### src/rtl/cpu_parameters.sv
// Shared CPU-side definitions for the data-memory bridge: datapath width,
// bridge FSM states and the request legality helper.
package cpu_parameters;

    localparam int unsigned xlen = 32;

    typedef enum logic [1:0] {
        IDLE,
        REQ,
        WAIT,
        DONE
    } dmem_state_t;

    // A request is legal when its lane mask is a naturally aligned byte,
    // halfword or word, and it is not simultaneously a load and a store.
    function automatic logic req_legal(
        input logic       rd,
        input logic       wr,
        input logic [3:0] strobe,
        input logic [1:0] off
    );
        logic       shape_ok;
        logic [1:0] low;
        shape_ok = 1'b1;
        low      = 2'd0;
        case (strobe)
            4'b0001: low = 2'd0;
            4'b0010: low = 2'd1;
            4'b0100: low = 2'd2;
            4'b1000: low = 2'd3;
            4'b0011: low = 2'd0;
            4'b1100: low = 2'd2;
            4'b1111: low = 2'd0;
            default: shape_ok = 1'b0;
        endcase
        return shape_ok && (low == off) && !(rd && wr);
    endfunction

endpackage

### src/rtl/dmem_watchdog.sv
// Bus watchdog for dmem_bridge: counts cycles spent on an outstanding bus
// access and flags expiry on the cycle the count reaches TIMEOUT.
module dmem_watchdog #(
    parameter int unsigned TIMEOUT = 255
) (
    input  logic clk,
    input  logic rst_n,
    input  logic i_clr,
    input  logic i_en,
    output logic o_expired
);

    localparam int unsigned CNT_W = $clog2(TIMEOUT + 1);

    logic [CNT_W-1:0] r_cnt;
    logic [CNT_W-1:0] w_inc;

    assign w_inc     = r_cnt + 1'b1;
    assign o_expired = i_en && (w_inc == CNT_W'(TIMEOUT));

    always_ff @(posedge clk or negedge rst_n) begin
        if (!rst_n) begin
            r_cnt <= '0;
        end else if (i_clr) begin
            r_cnt <= '0;
        end else if (i_en) begin
            r_cnt <= w_inc;
        end
    end

endmodule

### src/rtl/dmem_bridge.sv
// Memory-stage to valid/ready data-bus bridge with lane alignment and fault
// reporting. Define DMEM_TIMEOUT_EN to enable the bus watchdog (dmem_watchdog).
module dmem_bridge
    import cpu_parameters::*;
#(
    parameter int unsigned TIMEOUT = 255
) (
    input  logic            clk,
    input  logic            rst_n,
    input  logic            r_v,
    input  logic            w_v,
    input  logic [xlen-1:0] req_adr,
    input  logic [xlen-1:0] req_data,
    input  logic [3:0]      req_strobe,
    output logic            busy,
    output logic            hit,
    output logic [xlen-1:0] mem_res,
    output logic            mem_res_error,
    output logic            bus_req_v,
    output logic            bus_req_we,
    output logic [xlen-1:0] bus_req_adr,
    output logic [xlen-1:0] bus_req_data,
    output logic [3:0]      bus_req_strobe,
    input  logic            bus_req_ready,
    input  logic            bus_rsp_v,
    input  logic [xlen-1:0] bus_rsp_data,
    input  logic            bus_rsp_err
);

    dmem_state_t     r_state;
    dmem_state_t     w_next;
    logic [xlen-1:0] r_adr;
    logic [1:0]      r_off;
    logic [xlen-1:0] r_wdata;
    logic [3:0]      r_strobe;
    logic            r_we;
    logic [xlen-1:0] r_res;
    logic            r_err;
    logic            w_req;
    logic            w_legal;
    logic            w_expired;
    logic            w_wd_clr;
    logic            w_wd_en;

    assign w_req    = r_v | w_v;
    assign w_legal  = req_legal(r_v, w_v, req_strobe, req_adr[1:0]);
    assign w_wd_clr = (r_state == IDLE) && w_req && w_legal;
    assign w_wd_en  = (r_state == REQ) || (r_state == WAIT);

`ifdef DMEM_TIMEOUT_EN
    dmem_watchdog #(
        .TIMEOUT(TIMEOUT)
    ) u_watchdog (
        .clk       (clk),
        .rst_n     (rst_n),
        .i_clr     (w_wd_clr),
        .i_en      (w_wd_en),
        .o_expired (w_expired)
    );
`else
    assign w_expired = 1'b0;
`endif

    always_ff @(posedge clk or negedge rst_n) begin
        if (!rst_n) begin
            r_state <= IDLE;
        end else begin
            r_state <= w_next;
        end
    end

    always_comb begin
        w_next    = r_state;
        busy      = 1'b0;
        hit       = 1'b0;
        bus_req_v = 1'b0;
        case (r_state)
            IDLE: begin
                busy = w_req;
                if (w_req) begin
                    w_next = w_legal ? REQ : DONE;
                end
            end
            REQ: begin
                busy      = 1'b1;
                bus_req_v = 1'b1;
                if (w_expired) begin
                    w_next = DONE;
                end else if (bus_req_ready) begin
                    w_next = WAIT;
                end
            end
            WAIT: begin
                busy = 1'b1;
                if (w_expired || bus_rsp_v) begin
                    w_next = DONE;
                end
            end
            DONE: begin
                hit    = 1'b1;
                w_next = IDLE;
            end
            default: w_next = IDLE;
        endcase
    end

    // Write data is lane-placed at capture so the bus fields are plain registers.
    always_ff @(posedge clk or negedge rst_n) begin
        if (!rst_n) begin
            r_adr    <= '0;
            r_off    <= '0;
            r_wdata  <= '0;
            r_strobe <= '0;
            r_we     <= 1'b0;
            r_res    <= '0;
            r_err    <= 1'b0;
        end else begin
            case (r_state)
                IDLE: begin
                    if (w_req) begin
                        r_adr    <= {req_adr[xlen-1:2], 2'b00};
                        r_off    <= req_adr[1:0];
                        r_wdata  <= req_data << {req_adr[1:0], 3'b000};
                        r_strobe <= req_strobe;
                        r_we     <= w_v;
                        r_res    <= '0;
                        r_err    <= !w_legal;
                    end
                end
                REQ: begin
                    if (w_expired) begin
                        r_res <= '0;
                        r_err <= 1'b1;
                    end
                end
                WAIT: begin
                    if (w_expired) begin
                        r_res <= '0;
                        r_err <= 1'b1;
                    end else if (bus_rsp_v) begin
                        r_res <= r_we ? '0 : (bus_rsp_data >> {r_off, 3'b000});
                        r_err <= bus_rsp_err;
                    end
                end
                default: ;
            endcase
        end
    end

    assign mem_res        = r_res;
    assign mem_res_error  = r_err;
    assign bus_req_we     = r_we;
    assign bus_req_adr    = r_adr;
    assign bus_req_data   = r_wdata;
    assign bus_req_strobe = r_strobe;

endmodule

### config.mk
export PLATFORM = sky130hd
export DESIGN_NAME = dmem_bridge
export DESIGN_NICKNAME = d
export VERILOG_FILES = /design/src/rtl/cpu_parameters.sv /design/src/rtl/dmem_watchdog.sv /design/src/rtl/dmem_bridge.sv
export SDC_FILE = /design/constraint.sdc
export NUM_CORES = 1
export LEC_CHECK = 0
export BUFFER_PORTS_ARGS = -buffer_cell sky130_fd_sc_hd__buf_2
export CAP_MARGIN = 0
export CORE_MARGIN = 2
export CORE_UTILIZATION = 43
export DETAILED_ROUTE_END_ITERATION = 8
export GPL_TIMING_DRIVEN = 0
export HOLD_SLACK_MARGIN = 0.03
export PLACE_DENSITY = 0.87
export SETUP_SLACK_MARGIN = 0.5
export SYNTH_ARGS = -nofsm -noshare
export SYNTH_HDL_FRONTEND = slang
export SYNTH_SLANG_ARGS = --single-unit
### constraint.sdc
create_clock -name clk -period 2.05 [get_ports clk]
set_clock_uncertainty 0.1 [all_clocks]
set_input_delay 0.205 -clock clk [delete_from_list [all_inputs] [get_ports clk]]
set_output_delay 0.205 -clock clk [all_outputs]
set_load 0.03 [all_outputs]
# After elaboration in Yosys (flattened, before gate mapping)
# Index checks and enable logic that the tools add are counted.
# op_classes
n_eq_ne	14
shift	2
muxes	17
n_bitwise	1
n_reduce_logical	13
# ops
cell	count
$mux 32	3
$pmux 32 s2	1
$shl 32x5->32	1
$shr 32x5->32	1
$eq 4x4->1 const B	3
$eq 4x2->1 const B	2
$mux 2	4
$pmux 2 s4	1
$reduce_or 7->1	1
$ne 2x2->1 const B	3
$pmux 2 s3	1
$reduce_and 3->1	2
$mux 1	5
$eq 2x2->1 const B	2
$eq 4x1->1 const B	1
$eq 4x3->1 const B	1
$pmux 1 s2	2
$reduce_or 2->1	2
$logic_and 1x1->1	3
$eq 2x1->1 const B	1
$eq 2x2->1	1
$logic_not 1->1	2
$logic_not 2->1	1
$reduce_and 2->1	1
2 further kinds	2
# word_totals
register_bits	104
inputBits	107
out_inout_bits	105
word_cells	55

# Longest topological paths before layout
# depth
word_depth	9
depth_mapped	7
depth_no_buf	6

# Least setup slack after synthesis
# Ideal clock, no wire load.
# synth_path
path_type	flip-flop to output port
start	register r_state[0]
end	output port busy
arrival_ps	1716
required_time_ps	1745
slack_ps	29
path_stages_with_launch	7
n_path_buf	2
cell_sequence	dfrtp_1 inv_1 ha_1 o21ai_1 buf_2 buf_1 a21oi_1
# synth_between
elab_chain_len	3
elab_cells_between_ends	5
classes_between	eq/ne (2); mux (1); reduce/logical (2)
# synth_rtl
element	line	text
start: declaration	dmem_bridge.sv:30	dmem_state_t r_state;
start signal: assignment	dmem_bridge.sv:68	r_state <= w_next;
$eq 2x1->1 or $eq 2x2->1 (tied branches)	dmem_bridge.sv:77	case (r_state)
$reduce_or 2->1 (no line)	-	
$pmux 1 s2 (*)	dmem_bridge.sv:77	
end: declaration	dmem_bridge.sv:15	output logic busy,
# Every way passes the cells marked *; elsewhere a longest branch is shown, timed or not.

# Final worst setup path
# layout_path
start	register r_state[0]
end	register r_res[30], in the netlist mem_res[30]
# layout_between
elab_chain_len	3
elab_cells_between_ends	7
classes_between	eq/ne (3); mux (1); reduce/logical (3)
# layout_rtl
element	line	text
$eq 2x2->1 or $logic_not 2->1 (tied branches)	dmem_bridge.sv:118	case (r_state)
$ne 2x2->1 (no line) or $reduce_bool 2->1 (tied branches)	-	
$reduce_and 3->1 (no line)	-	
end signal: assignment	dmem_bridge.sv:141	r_res <= r_we ? '0 : (bus_rsp_data >> {r_off, 3'b000});
end: declaration	dmem_bridge.sv:37	logic [xlen-1:0] r_res;
# Several ways; a longest one is shown, not always the timed one.
# A chain may end at the register's enable or synchronous reset.

==> out/summary.txt <==
Outcome: complete, no violations
Min Tclk post-route: 1.999 ns
Reg-to-reg slack, setup: 0.05 ns
Count of cell types in the netlist: 38
DR vias: 4920
Critical Path End Type: flop
Crit path max fanout: 6
Post-synth ARST share: 1.000
Reg-to-Reg Start: r_state[0]$_DFFE_PN0P_
Pwr Density: 1658 nW/um^2
Critical path depth in cells: 8
Clock buffer count from CTS: 9
P_leak: 3.973 nW
Drt via density: 5.559
CP max stage delay: 0.40 ns
Final worst slack: 0.05052 ns
H-tree level count: 3
Startpoint types: flop
Sequential share of the synthesized area: 0.5283
Final Util: 0.7052
Number of synthesized flops with an enable pin: 0
Worst endpoint data arrival time: 2.14 ns
Slew HR: 0.5462
WL per Instance: 20.03 microns
Initial DRC Count: 413
Share of cells above drive strength 1: 0.5175
Most common cell on crit path: buf_6
Die ar.: 12330 sq um
Max-Cap Viols: 0
Critical path type: reg -> reg
Post-route cell area: 7984 sq um
Count of final hold-check violations: 0
Clock Sinks: 104
DRC: 0
HP Start: req_data[2]
Dominant cells by area after synthesis: dfrtp_1 (53%), mux2_2 (9.8%), mux2i_1 (6.5%)
Most frequent cell after synthesis: dfrtp_1
Synthesized flop and latch total: 104
Post-synth top cells: dfrtp_1 (104), nand2_1 (62), mux2_2 (43)
Area growth, synth to finish: 62.08%
R2R cell count: 8
Gr usage total: 0.2644
Placed cell areas: 6233 sq um
Vias in the first global route: 5018
Req. time, crit path: 2.19 ns
Synth Area per Inst: 11.30 sq um
Mux contribution to synthesized area: 0.1633
Worst Hold End: bus_req_data[2]$_DFFE_PN0P_
Synthesized-area fraction occupied by and/or/nand/nor cells: 0.09652
Ys flop type: dfrtp_1
Port Buffer Count: 208
Cell family contributing the most delay on the critical path: simple AND/OR/NAND/NOR gates
First-pass GRT wire length: 25700 microns
CTS root buffer: clkbuf_16
Synth Area in Compound Gates: 0.1565
Reg power frac: 0.266
N_diodes: 0
Xor/xnor share of the synthesized area: 0.001778
Routed wire length: 17730 microns
Post-DRT Antenna Nets: 0
CTS tree: built
Syn Std Cell Area: 4926 sq um
RePlAce Congestion: 0.9420
Final #Nets: 849
Post-synth top area cell: dfrtp_1
Core area: 11320 sq um
Fin crit share: 0.9754
Final setup fails: 0
Antenna violations before repair: 0
Setup TNS: 0 ns
Unrepaired setup endpoints after global routing: true
Filler Cell Count: 756
RR Endpoint: mem_res[30]$_DFFE_PN0P_
Net Sw Frac: 0.4508
CP Buf/Inv Count: 3
Post-DP HPWL: 11080 microns
Cells after Synth: 436
Fmax: 500.1 MHz
Worst path slowest cell: dfrtp_1
Pre-CTS setup slack: 0.001907 ns
Reg clk slew, reported paths: 0.07 ns
Clock latency on the worst-skew pair: 0.35 ns
Largest family of logic cells by synthesized area: multiplexers
Wl on met1: 6591 microns
Metal2 WL: 9022 microns
Yosys top cell area share: 0.5283
Die Span Y: 111.0 microns
Clock Power Share: 0.132
Internal: 7.268 mW
Die width: 111.0 microns
Critical Path, Cell by Cell: inv_2 > ha_4 > or3b_4 > buf_6 > o211ai_4 > nor3_4 > buf_6 > a22o_1
Pre-Repair DR Iteration Count: 5
Maximum VDD drop: 0.0009471 V
Yosys warning count: 0
Hold Path Depth: 3
Max Used Layer: met4
Hold Path Class: in -> reg
Initial Utilization: 0.4351
Post-Synth Adder-Cell Area: 0.01270
Metal3 WL: 1359 microns
Worst slew pin tran: 0.6808 ns
P_sw: 5.966 mW
Combinational share of power: 0.602
Max-slew violations: 0
Largest net degree at the start of global routing: 60
Top-level I/O count: 212
Total gr overflow: 0
Core Rows: 39
CTS max path bufs: 2
Hold slack: 0.04380 ns
==> worst max-delay path by stage <==
stage | startpoint | slack (ns) | to
finish | r_state[0]$_DFFE_PN0P_ | 0.05 | mem_res[30]$_DFFE_PN0P_
global route | r_state[0]$_DFFE_PN0P_ | 0.004 | mem_res[28]$_DFFE_PN0P_
CTS | r_state[0]$_DFFE_PN0P_ | 0.08 | mem_res[30]$_DFFE_PN0P_
detailed placement | r_state[1]$_DFFE_PN0P_ | 0.002 | bus_req_adr[26]$_DFFE_PN0P_
global placement | rst_n | -0.39 | bus_req_adr[24]$_DFFE_PN0P_
floorplan | r_state[1]$_DFFE_PN0P_ | 0.19 | mem_res[6]$_DFFE_PN0P_
==> flip-flops by register name (all words and copies together), names as in the netlist <==
signal,count
bus_req_data,32
mem_res,32
bus_req_adr,30
bus_req_strobe,4
r_off,2
r_state,2
bus_req_we,1
mem_res_error,1
==> placed cells by master, fill, tap and decap left out, types with 3 or more instances in the layout <==
cell	count
buf_2	214
dfrtp_1	104
nand2_1	51
dlygate4sd3_1	46
mux2_2	41
mux2i_1	32
nor2b_1	19
a21oi_1	18
clkbuf_16	18
buf_6	16
buf_4	15
o21ai_2	14
a22o_1	10
nor2_1	10
buf_8	9
o31ai_4	9
o21ai_0	8
a211o_1	8
a32o_1	8
a211oi_1	8
clkbuf_1	7
o31ai_1	7
buf_12	6
nand2_2	6
a22o_2	5
nand2_4	5
ha_4	4
nand2b_1	3
o21ai_1	3
buf_16	3
==> layout make-up <==
type                       instances  area, sq um  area share
buffer                            35        337.8     0.04231
tap                              143        178.9     0.02241
timing repair buffer             289         2072      0.2595
sequential                       104         2603      0.3260
inverter                           4        15.01    0.001881
multi-input combinational        294         2480      0.3106
clock inverter                     6        68.82    0.008619
clock buffer                      10        229.0     0.02868
==> power groups by stage <==
stage	logic [mW]	registers, mW	clock network [mW]
floorplan	2.43	5.24	0
global placement	5.89	3.45	0
detailed placement	6.02	3.51	0
CTS	6.80	3.47	1.77
global route	8.37	3.62	1.83
finish	7.97	3.52	1.75
==> worst reg2reg max path: stages (launching register included) <==
cell and delay (ns):
dfrtp_1 0.40, inv_2 0.12, ha_4 0.17, or3b_4 0.40, buf_6 0.13, o211ai_4 0.16
nor3_4 0.08, buf_6 0.14, a22o_1 0.18
==> timing repair <==
action | CTS | global route
endpoints found under the hold margin | 90 | 0
gates cloned | 3 | 8
resized for setup | 50 | 93
pin swaps | 9 | 27
buffers inserted | 14 | 9
hold buffers | 46 | 0
setup endpoints to repair | 106 | 106
==> cell families (layout without fill, tap and decap cells) <==
family                   after synthesis  count (layout)
AO/OA/AOI/OAI                        109             109
XOR/XNOR                               1               1
adder cells (fa/ha/maj)                5               5
buffers and inverters                 39             344
flip-flops                           104             104
multiplexers                          75              75
other                                  1               2
AND/OR/NAND/NOR                      102             102
==> per-layer routing <==
metal,up-vias,GRT usage
li1,2161,-
met1,2417,0.3017
met2,287,0.4622
met3,55,0.06561
met4,0,0.1325
met5,-,0
==> through the flow <==
stage                     total power [mW]  std cells
after floorplan                      7.671        437
after global placement               9.340        788
after detailed placement             9.536        789
after CTS                            12.04        868
after global routing                 13.82        885
final                                13.23        885
Note: power is estimated with default switching activity, not from simulation.
